### src/rtl/mult_pkg.sv
// -----------------------------------------------------------------------------
// mult_pkg
// Shared definitions for the shift-add multiplier core and the bus peripheral
// that wraps it: default operand width, FSM state encoding and counter width.
// -----------------------------------------------------------------------------
package mult_pkg;

    // Default operand width; the product is twice this wide.
    localparam int MULT_WIDTH = 16;

    // Two-state control FSM.
    typedef enum logic {
        ST_IDLE = 1'b0,
        ST_RUN  = 1'b1
    } state_t;

    // Bits needed to count WIDTH steps (0 .. WIDTH-1); never less than one bit.
    function automatic int cnt_width(input int w);
        return (w > 1) ? $clog2(w) : 1;
    endfunction

    localparam int MULT_CNT_W = cnt_width(MULT_WIDTH);

endpackage

### src/rtl/shift_add_mult.sv
// -----------------------------------------------------------------------------
// shift_add_mult
// Sequential unsigned shift-add multiplier. One partial-product step per clock;
// a start is accepted from IDLE when init is high, and the 2*WIDTH-bit product
// is valid once the sticky done flag rises.
//
// Optional build macro: MULT_EARLY_TERM_EN
//   When defined, a run also ends as soon as no set multiplier bits remain
//   above the one being consumed, giving latency 1 + msb index of B.
//
// Ports:
//   clk   in   1        system clock, all state on posedge
//   rst   in   1        asynchronous active-low reset
//   A     in   WIDTH    multiplicand, sampled on start acceptance
//   B     in   WIDTH    multiplier, sampled on start acceptance
//   init  in   1        start request, level-sampled
//   pp    out  2*WIDTH  product register
//   done  out  1        sticky completion flag
//   busy  out  1        high while a multiplication is in progress
// -----------------------------------------------------------------------------
module shift_add_mult
    import mult_pkg::*;
#(
    parameter int WIDTH = MULT_WIDTH
) (
    input  logic               clk,
    input  logic               rst,
    input  logic [WIDTH-1:0]   A,
    input  logic [WIDTH-1:0]   B,
    input  logic               init,
    output logic [2*WIDTH-1:0] pp,
    output logic               done,
    output logic               busy
);

    localparam int                CNT_W    = cnt_width(WIDTH);
    localparam logic [CNT_W-1:0]  CNT_LAST = CNT_W'(WIDTH - 1);

    state_t               state;
    state_t               state_next;
    logic [2*WIDTH-1:0]   mcand;
    logic [WIDTH-1:0]     mplier;
    logic [CNT_W-1:0]     cnt;
    logic                 finish;

    // Last RUN step: counter exhausted, or (optionally) no multiplier bits left.
    always_comb begin
        finish = (cnt == CNT_LAST);
`ifdef MULT_EARLY_TERM_EN
        if ((mplier >> 1) == '0) begin
            finish = 1'b1;
        end
`endif
    end

    always_comb begin
        state_next = state;
        case (state)
            ST_IDLE: if (init)   state_next = ST_RUN;
            ST_RUN:  if (finish) state_next = ST_IDLE;
            default:             state_next = ST_IDLE;
        endcase
    end

    always_ff @(posedge clk or negedge rst) begin
        if (!rst) begin
            state <= ST_IDLE;
            busy  <= 1'b0;
        end else begin
            state <= state_next;
            busy  <= (state_next == ST_RUN);
        end
    end

    always_ff @(posedge clk or negedge rst) begin
        if (!rst) begin
            mcand  <= '0;
            mplier <= '0;
            cnt    <= '0;
            pp     <= '0;
            done   <= 1'b0;
        end else begin
            case (state)
                ST_IDLE: begin
                    if (init) begin
                        mcand  <= {{WIDTH{1'b0}}, A};
                        mplier <= B;
                        cnt    <= '0;
                        pp     <= '0;
                        done   <= 1'b0;
                    end
                end
                ST_RUN: begin
                    // Sum of shifted multiplicands never exceeds 2*WIDTH bits.
                    if (mplier[0]) begin
                        pp <= pp + mcand;
                    end
                    mcand  <= mcand << 1;
                    mplier <= mplier >> 1;
                    cnt    <= cnt + 1'b1;
                    if (finish) begin
                        done <= 1'b1;
                    end
                end
                default: ;
            endcase
        end
    end

endmodule

### config.mk
export PLATFORM = sky130hd
export DESIGN_NAME = shift_add_mult
export DESIGN_NICKNAME = d
export VERILOG_FILES = /design/src/rtl/mult_pkg.sv /design/src/rtl/shift_add_mult.sv
export SDC_FILE = /design/constraint.sdc
export NUM_CORES = 1
export LEC_CHECK = 0
export CORE_MARGIN = 2
export CORE_UTILIZATION = 40
export DETAILED_ROUTE_END_ITERATION = 8
export GPL_ROUTABILITY_DRIVEN = 0
export PLACE_DENSITY = 0.68
export RECOVER_POWER = 50
export SYNTH_ARGS = -nofsm -noshare
export SYNTH_HDL_FRONTEND = slang
export SYNTH_SLANG_ARGS = --single-unit
### constraint.sdc
create_clock -name clk -period 3 [get_ports clk]
set_input_delay 0.6 -clock clk [delete_from_list [all_inputs] [get_ports clk]]
set_output_delay 0.6 -clock clk [all_outputs]
set_load 0.05 [all_outputs]
==> impl_results.md, run 1 <==
- Top post-synthesis cells by area: dfrtp_1 43%, o21ai_0 8.3%, ha_1 7.9%
- R2R setup slack: 0.21 ns
- WS Path Type: register to register
- Share of layout cells above drive strength 1: 0.0548
- Max cap viols: 0
- Post-DP HPWL: 8340 um
- Hold Path Stages: 2
- Tmin final: 2.79 ns
- Pre-CTS setup slack: 0.201 ns
- Final hold vios: 0
- Fmax: 359 MHz
- Pins Over Slew Limit: 0
- IO Pins: 69
- Ys flop type: dfrtp_1
- Num rows: 41
- Cell area after layout: 0.00619 mm2
- Die Area: 0.0136 mm2
- Sequential share of power: 0.309
- Die Ht: 116 um
- Placed cell area: 0.00592 mm2
- Clock root buffer: clkbuf_16
- Min-delay src: mplier[3]
- Global Route Usage Sum: 0.186
- Internal: 3.58 mW
- GR Overflow Total: 0
- Hold Buf Count CTS: 0
- Worst EP required: 3.23 ns
- Setup_tns: 0 ns
- Crit path launch type: register
- Antenna viol nets, final: 0
- Maximum clock insertion buffer count: 2
- Ys async rst share: 1.00
- Syn_nets: 626
- Vias/cell: 5.21
- Fillers: 1,161
- Synth top cells by count: 106 x nand2_1, 86 x dfrtp_1, 84 x o21ai_0
- Slowest stage delay, CP: 0.41 ns
- Switching pwr: 2.98 mW
- Avg Inst Size Synth: 9.06 um2
- Die Span X: 116 um
- CTS Sinks: 86
- Comb power frac: 0.525
- CTS tree: built
- Vias: 4,128
- H-tree levels: 3
- Vias in the first global route: 4,066
- Worst r2r path cells: 12
- Num CTS Buffers: 9
- Sequential-to-total area share from yosys stat: 0.426
- Number of setup buffers added after CTS: 0
- Synthesized cell area: 0.00506 mm2
- IO Port Bufs: 68
- Worst Path Max Fanout: 3
- R2r endpoint: pp[28]
- Antenna violations before repair: 0
- Worst Hold End: mplier[2]
- First-pass GRT wire length: 19,600 um
- Routed length per instance: 14.6 um
- Worst-margin pin slew: 1.49 ns
- Area leader, netlist: dfrtp_1
- Sw Ratio: 0.454
- Fin crit share: 0.929
- Nets@finish: 685
- Worst Hold Class: register to register
- Setup Skew: 0.00611 ns
- Final setup margin: 0.213 ns
- Crit-path cells: ha_1, inv_1, fa_1, nor2b_1, o31ai_1, a21bo_1, nand3b_2, a21oi_1, a211o_1, o41ai_2, xnor2_1, o21ai_1
- Setup violators final: 0
- Max_slew headroom: 0.00981
- VDD IR max: 0.000518 V
- Post-route DRC: 0
- Synth top area share: 0.426
- Routed WL: 11,600 um
- Post-synth EDFFs: 0
- Synth Instances: 558
- Yosys reg bits: 86
- Endpoint type of the worst setup path: register
- Largest net degree at the start of global routing: 58
- Clk pwr share: 0.166
- Lkg Pwr: 2.79 nW
- Ys Warns: 0
- Core footprint: 0.0125 mm2
- 1st-iter DRT viols: 180
- Critical path's top delay family: compound AO/OA/AOI/OAI gates
- RSZ-0062 raised after global routing: no
- Worst-Skew Late Latency: 0.34 ns
- CP arrival: 3.02 ns
- Synth-to-layout area growth: 22.5%
- PwrDens: 1060 mW/mm2
- Post-CTS Resized: 0
- Reg clk slew, reported paths: 0.06 ns
- Synth unique cells: 48
- Slowest stage cell, crit path: fa_1
- # diodes: 0
- Crit path buf inv count: 1
- Top-count cell post-synth: nand2_1
- DR pass1 iterations: 4
- Initial Util: 0.406
- Worst r2r src: pp[0]
- Outcome: finished, final reports clean
[routing by layer]
metal  share of wire  track usage
met2            0.48        0.305
met3           0.041       0.0441
met5               0            0
met4           0.018       0.0786
met1            0.46        0.236
[placed cells by master, fill, tap and decap left out, types with 9 or more instances in the layout]
| master | Yosys | final |
|---|---|---|
| xnor2_1 | 11 | 11 |
| nand2_1 | 106 | 106 |
| clkdlybuf4s50_1 | 0 | 66 |
| o21ai_0 | 84 | 84 |
| a21o_1 | 10 | 10 |
| nor2_1 | 24 | 24 |
| clkbuf_16 | 0 | 9 |
| mux2i_1 | 33 | 33 |
| nand3_1 | 9 | 9 |
| inv_1 | 9 | 9 |
| a21oi_1 | 35 | 34 |
| ha_1 | 32 | 32 |
| xor2_1 | 18 | 18 |
| dfrtp_1 | 86 | 85 |
[kinds of logic after synthesis]
family,synth area share
DFF,0.426
muxes,0.0653
adders and majority gates,0.0831
and+or+nand+nor,0.144
AOI/OAI and AO/OA,0.203
buffers and inverters,0.0285
xor gates and xnor gates,0.0502
[area by class of cell]
type,count,area [um2],share of cell area
Multi-Input combinational cell,435,2760,0.446
Timing Repair Buffer,76,739,0.119
Sequential cell,86,2150,0.348
Tap cell,172,215,0.0347
Inverter,9,33.8,0.00545
Clock buffer,15,288,0.0465
[state kept, by name, summed over array words and instances, names as in the netlist]
signal	count
pp	32
cnt	4
done	1
mplier	16
state	1
mcand	32
[power by group through the flow]
stage                     sequential, mW  combinational, mW  clock [mW]
final                               2.02               3.44        1.09
after global routing                2.09               3.81        1.16
after CTS                           2.03               3.46        1.11
after detailed placement            2.04               3.45           0
after global placement              2.03               3.38           0
after floorplan                     2.52               1.99           0
[per-stage QoR]
step | hold WS [ns] | power, mW | instances | utilization
floorplan | 0.304 | 4.50 | 558 | -
global placement | 0.464 | 5.41 | 778 | 0.475
detailed placement | 0.479 | 5.49 | 778 | 0.475
CTS | 0.352 | 6.61 | 793 | 0.498
global route | 0.526 | 7.06 | 793 | 0.497
finish | 0.490 | 6.56 | 793 | 0.497
[worst max-delay path by stage]
stage	depth (start not counted)	startpoint	slack, ns	endpoint
3_5_place_dp	12	pp[0]	0.20	pp[28]
3_3_place_gp	12	pp[0]	0.35	pp[28]
5_1_grt	9	pp[7]	0.03	pp[26]
2_1_floorplan	12	pp[0]	0.08	pp[28]
6_report	12	pp[0]	0.21	pp[28]
4_1_cts	12	pp[0]	0.21	pp[28]
[worst register-to-register path: cells and delay by family (launching register included)]
| kind | cells | cell delay, ns |
|---|---|---|
| xor gates and xnor gates | 1 | 0.17 |
| adders and majority gates | 2 | 0.63 |
| DFF | 1 | 0.38 |
| buffers and inverters | 1 | 0.07 |
| AOI/OAI and AO/OA | 6 | 1.16 |
| and+or+nand+nor | 2 | 0.27 |
(Power assumes the default switching activity.)
==> inputs of run 2 (changes only) <==
CORE_UTILIZATION = 39   (was 40)
PLACE_DENSITY = 0.67   (was 0.68)
clock period = 2.6 ns   (was 3 ns; I/O delays follow)
==> run 2 against run 1 <==
Net effect: the run now ends with max-capacitance violations, max-slew violations, negative setup slack left; clock power rose by 21%; power rose by 21%; die area rose by 2.5%; clock-buffer cell count shrank 2; sequential share of layout area decreased by 1.2 points; cell area rose by 4.0%; register-to-register slack got worse by 0.23 ns; core utilization up 1.4 points; flip-flop and latch count is the same; worst setup slack got worse by 0.23 ns; critical path depth is 3 lower; largest power group unchanged.
==> impl_results.md, run 2 (synthesis results as in run 1) <==
- Comb power frac: 0.537 (+0.012)
- DR pass1 iterations: 4 (unchanged)
- 1st-iter DRT viols: 209 (+16%)
- Pre-CTS setup slack: -0.0474 ns (-0.248 ns)
- Vias: 4,273 (+3.5%)
- Clock root buffer: clkbuf_16
- Setup_tns: -0.0143 ns (-0.0143 ns)
- WS Path Type: register to register
- Failing checks: max-capacitance violations, max-slew violations, negative setup slack
- Vias/cell: 5.27 (+1.2%)
- VDD IR max: 0.000448 V (-13%)
- CTS Sinks: 86 (unchanged)
- Internal: 4.34 mW (+21%)
- Pwr Total: 7.90 mW (+21%)
- Setup violators final: 1 (+1)
- Antenna violations before repair: 0 (unchanged)
- Num rows: 41 (unchanged)
- Worst Path Max Fanout: 4 (+1)
- Pins Over Slew Limit: 36 (+36)
- Maximum clock insertion buffer count: 2 (unchanged)
- Switching pwr: 3.56 mW (+20%)
- Global Route Usage Sum: 0.179 (-0.00622)
- Most frequent cells in the layout: 106 x nand2_1, 83 x o21ai_0, 78 x dfrtp_1, 65 x clkdlybuf4s50_1, 33 x mux2i_1
- Synth-to-layout area growth: 27.4%
- Worst Hold Class: register to register
- Max_slew headroom: -0.331 (-0.341)
- Crit path launch type: register
- Die Span X: 118 um (+1.2%)
- Max cap viols: 1 (+1)
- Vias in the first global route: 4,307 (+5.9%)
- Outcome: complete, but fails checks
- CP arrival: 2.90 ns (-0.12 ns)
- Post-DP HPWL: 8830 um (+5.8%)
- Placed cell area: 0.00602 mm2 (+1.6%)
- First-pass GRT wire length: 20,400 um (+4.1%)
- Routed WL: 12,300 um (+6.3%)
- Final hold vios: 0 (unchanged)
- Largest net degree at the start of global routing: 67 (+16%)
- Post-route DRC: 0 (unchanged)
- Num CTS Buffers: 9 (unchanged)
- Share of layout cells above drive strength 1: 0.119 (+0.0642)
- Antenna viol nets, final: 0 (unchanged)
- Sw Ratio: 0.451 (-0.00337)
- PwrDens: 1230 mW/mm2 (+16%)
- # diodes: 0 (unchanged)
- Setup Skew: 0.00977 ns (+0.00366 ns)
- Tmin final: 2.61 ns (-0.173 ns)
- Lkg Pwr: 2.87 nW (+2.8%)
- Core footprint: 0.0126 mm2 (+1.2%)
- Nets@finish: 702 (+2.5%)
- Most common cell after layout, fill and taps aside: nand2_1
- IO Pins: 69 (unchanged)
- Worst EP required: 2.89 ns (-0.34 ns)
- Die Ht: 118 um (+1.2%)
- Final setup margin: -0.0143 ns (-0.227 ns)
- Worst-Skew Late Latency: 0.35 ns (about the same)
- Routed length per instance: 15.2 um (+3.9%)
- Clk pwr share: 0.167 (about the same)
- CTS tree: built
- H-tree levels: 3 (unchanged)
- Fmax: 383 MHz (+6.6%)
- Fillers: 1,215 (+4.7%)
- Cell area after layout: 0.00644 mm2 (+4.0%)
- Reg clk slew, reported paths: 0.06 ns (about the same)
- Die Area: 0.0139 mm2 (+2.5%)
- RSZ-0062 raised after global routing: yes
- Sequential share of power: 0.296 (-0.013)
- Fin crit share: 1.01 (+0.0765)
- Endpoint type of the worst setup path: register
- Initial Util: 0.401 (-0.00495)
- GR Overflow Total: 0 (unchanged)
- Worst-margin pin slew: 2.00 ns (+0.511 ns)
- IO Port Bufs: 68 (unchanged)
- Regs by FF count: mcand x32, pp x32, mplier x16
[run 2: timing repair]
item | 4_1_cts | 5_1_grt
hold buffers | 0 | 0
gates resized for setup | 2 | 18
pin swaps | 1 | 5
setup buffers | 0 | 5
endpoints found under the setup margin | 4 | 13
[run 2: final timing paths]
kind	from	endpoint	slack (ns)	depth (start not counted)
max in group asynchronous	rst	pp[7]	0.57	1
worst max register to register	pp[1]	pp[31]	-0.01	9
worst max-delay path	pp[1]	pp[31]	-0.01	9
min in group asynchronous	rst	mplier[7]	0.73	1
worst min-delay path	mplier[1]	mplier[0]	0.49	2
worst min register to register	mplier[1]	mplier[0]	0.49	2
[run 2: metrics by stage]
stage	hold WS [ns]	std cells	utilization
global placement	0.466	790	0.477
floorplan	0.224	558	-
CTS	0.142	806	0.502
detailed placement	0.482	790	0.477
finish	0.492	811	0.511
global route	0.519	811	0.511
[run 2: layout make-up]
type / count / area [um2] / area share
tap: 172 / 215 / 0.0334
inverter: 9 / 33.8 / 0.00524
sequential: 86 / 2160 / 0.336
clock inverter: 3 / 42.5 / 0.00660
multi-input combinational: 435 / 2870 / 0.446
clock buffer: 13 / 260 / 0.0404
timing repair buffer: 93 / 858 / 0.133
[run 2: critical path, cell delays in order (launching register included)]
cell and delay [ns]:
dfrtp_2 0.44, ha_4 0.26, a211oi_4 0.26, o211ai_1 0.16, a31o_2 0.31, a31o_4 0.26, a211o_1 0.29, o41a_1 0.34
a21o_1 0.16, nand3_1 0.07
[run 2: power groups by stage]
stage	clock [mW]	sequential, mW	combinational (mW)
4_1_cts	1.35	2.35	4.15
6_report	1.32	2.34	4.24
5_1_grt	1.42	2.42	4.67
3_5_place_dp	0	2.37	4.12
3_3_place_gp	0	2.35	4.02
2_1_floorplan	0	2.92	2.30
[run 2: routing by layer]
layer  track usage  share of wire  up-vias
met5             0              0        -
met4        0.0678          0.019        0
met3        0.0446          0.049       18
met2         0.302           0.49       77
met1         0.222           0.44     2072
li1              -              -     2106
==> inputs of run 3 (changes only) <==
SKIP_LAST_GASP = 1   (was unset)
==> run 3 against run 2 <==
Net effect: the flow finishes with violations (max-capacitance violations, max-slew violations); first-iteration DRC count up 3.3%; hold slack hardly changed; register-to-register slack better by 0.04 ns; clock skew up 0.0011 ns; combinational power barely moved; flip-flop and latch count is the same; sequential power is essentially flat; critical endpoint unchanged.
==> impl_results.md, run 3 (synthesis results as in run 1) <==
- Routed length per instance: 15.2 um (-0.24%)
- Final Non-Filler Cells: 811 (unchanged)
- Post-DP HPWL: 8830 um (unchanged)
- Internal: 4.33 mW (about the same)
- Clk pwr share: 0.167 (about the same)
- Worst Path Max Fanout: 4 (unchanged)
- Final Util: 0.509 (-0.00129)
- Die Ht: 118 um (unchanged)
- Max_slew headroom: -0.325 (+0.00558)
- Clock root buffer: clkbuf_16
- Maximum clock insertion buffer count: 2 (unchanged)
- Worst EP required: 2.89 ns (about the same)
- CP arrival: 2.86 ns (-0.04 ns)
- VDD IR max: 0.000435 V (-2.9%)
- IO Port Bufs: 68 (unchanged)
- Max cap viols: 1 (unchanged)
- Critical path's top delay family: compound AO/OA/AOI/OAI gates
- Routed WL: 12,300 um (-0.24%)
- Outcome: complete, but fails checks
- H-tree levels: 3 (unchanged)
- Antenna viol nets, final: 0 (unchanged)
- Levels on crit path: 9 (unchanged)
- Placed Instances: 790 (unchanged)
- Crit path buf inv count: 0 (unchanged)
- Nets@finish: 702 (unchanged)
- Final hold slack: 0.492 ns (+0.000185 ns)
- Die Span X: 118 um (unchanged)
- # diodes: 0 (unchanged)
- Vias/cell: 5.27 (unchanged)
- Largest net degree at the start of global routing: 67 (unchanged)
- Final hold vios: 0 (unchanged)
- Setup_tns: 0 ns (+0.0143 ns)
- First-pass GRT wire length: 20,400 um (unchanged)
- Vias: 4,273 (unchanged)
- Comb power frac: 0.537 (about the same)
- IO Pins: 69 (unchanged)
- Most common cell after layout, fill and taps aside: nand2_1
- Share of layout cells above drive strength 1: 0.113 (-0.00626)
- Core footprint: 0.0126 mm2 (unchanged)
- Regs by FF count: mcand x32, pp x32, mplier x16
- Failing checks: max-capacitance violations, max-slew violations
- WS Path Type: register to register
- Worst r2r path cells: 9 (unchanged)
- Sequential share of power: 0.296 (about the same)
- Reg clk slew, reported paths: 0.06 ns (about the same)
- CTS tree: built
- Num rows: 41 (unchanged)
- Setup Skew: 0.0109 ns (+0.00112 ns)
- Initial Util: 0.401 (unchanged)
- Synth-to-layout area growth: 27.1%
- Tmin final: 2.58 ns (-0.0388 ns)
- Most frequent cells in the layout: 106 x nand2_1, 84 x o21ai_0, 78 x dfrtp_1, 65 x clkdlybuf4s50_1, 33 x mux2i_1
- Crit-path cells: ha_1, o211ai_1, o211ai_1, a31o_2, a31o_4, a211o_1, o41a_1, a21o_1, nand3_1
- Worst-margin pin slew: 1.99 ns (-0.00837 ns)
- Endpoint type of the worst setup path: register
- Crit path launch type: register
- 1st-iter DRT viols: 216 (+3.3%)
- Num CTS Buffers: 9 (unchanged)
- Slowest stage cell, crit path: dfrtp_2
- Die Area: 0.0139 mm2 (unchanged)
- DR pass1 iterations: 4 (unchanged)
- Antenna violations before repair: 0 (unchanged)
- Slowest stage delay, CP: 0.41 ns (-0.03 ns)
- Vias in the first global route: 4,307 (unchanged)
- Hold Buf Count CTS: 0 (unchanged)
- Setup violators final: 0 (-1)
- Global Route Usage Sum: 0.179 (unchanged)
- Switching pwr: 3.57 mW (+0.23%)
- Most used cell along the critical path: o211ai_1
- Fin crit share: 0.991 (-0.0149)
- Fmax: 388 MHz (+1.5%)
- GR Overflow Total: 0 (unchanged)
- Worst Hold Class: register to register
- RSZ-0062 raised after global routing: yes
- Pins Over Slew Limit: 36 (unchanged)
- Worst-Skew Late Latency: 0.35 ns (about the same)
- Post-route DRC: 0 (unchanged)
- PwrDens: 1230 mW/mm2 (+0.33%)
- CTS Sinks: 86 (unchanged)
- Lkg Pwr: 2.87 nW (about the same)
- Hold Path Stages: 2 (unchanged)
- Fillers: 1,218 (+0.25%)
- Sw Ratio: 0.452 (+0.000700)
## run 3: what timing repair did
action / in CTS / in global routing
setup buffers: 0 / 5
pin swaps: 1 / 4
endpoints found under the setup margin: 4 / 13
gates resized for setup: 1 / 14
## run 3: tightest hold or removal path, cell delays in order (launching register included)
cell and delay [ns]:
dfrtp_1 0.35, nand2_1 0.05, o21ai_0 0.06
## run 3: power groups by stage
| stage | sequential [mW] | combinational [mW] | clock, mW |
|---|---|---|---|
| 6_report | 2.34 | 4.24 | 1.32 |
| 5_1_grt | 2.42 | 4.66 | 1.42 |
| 4_1_cts | 2.35 | 4.15 | 1.35 |
| 3_5_place_dp | 2.37 | 4.12 | 0 |
| 3_3_place_gp | 2.35 | 4.02 | 0 |
| 2_1_floorplan | 2.92 | 2.30 | 0 |
## run 3: area by class of cell
cell class                      count  area [um2]  area share
Sequential cell                    86        2160       0.336
Inverter                            9        33.8     0.00526
Tap cell                          172         215      0.0335
Clock inverter                      3        42.5     0.00662
Multi-Input combinational cell    435        2850       0.444
Clock buffer                       13         260      0.0405
Timing Repair Buffer               93         858       0.134
## run 3: metrics by stage
stage,cell area (um2),total power [mW],setup WS (ns)
CTS,6330,7.85,-0.00969
global placement,6020,6.36,0.0314
finish,6430,7.91,0.0244
floorplan,5080,5.21,0.000970
global route,6430,8.50,-0.128
detailed placement,6020,6.49,-0.0474
## run 3: final timing paths
path | startpoint | endpoint | slack (ns)
max reg2reg | pp[2] | pp[31] | 0.02
max in group asynchronous | rst | pp[7] | 0.58
min in group asynchronous | rst | mplier[7] | 0.73
max | pp[2] | pp[31] | 0.02
min reg2reg | mplier[1] | mplier[0] | 0.49
min | mplier[1] | mplier[0] | 0.49
## run 3: layer usage
| layer | share of wire | global-route usage | wire length (um) | vias up |
|---|---|---|---|---|
| met3 | 0.042 | 0.0446 | 515 | 16 |
| met1 | 0.45 | 0.222 | 5500 | 2080 |
| li1 | - | - | - | 2109 |
| met5 | 0 | 0 | 0 | - |
| met2 | 0.49 | 0.302 | 6060 | 68 |
| met4 | 0.018 | 0.0678 | 227 | 0 |
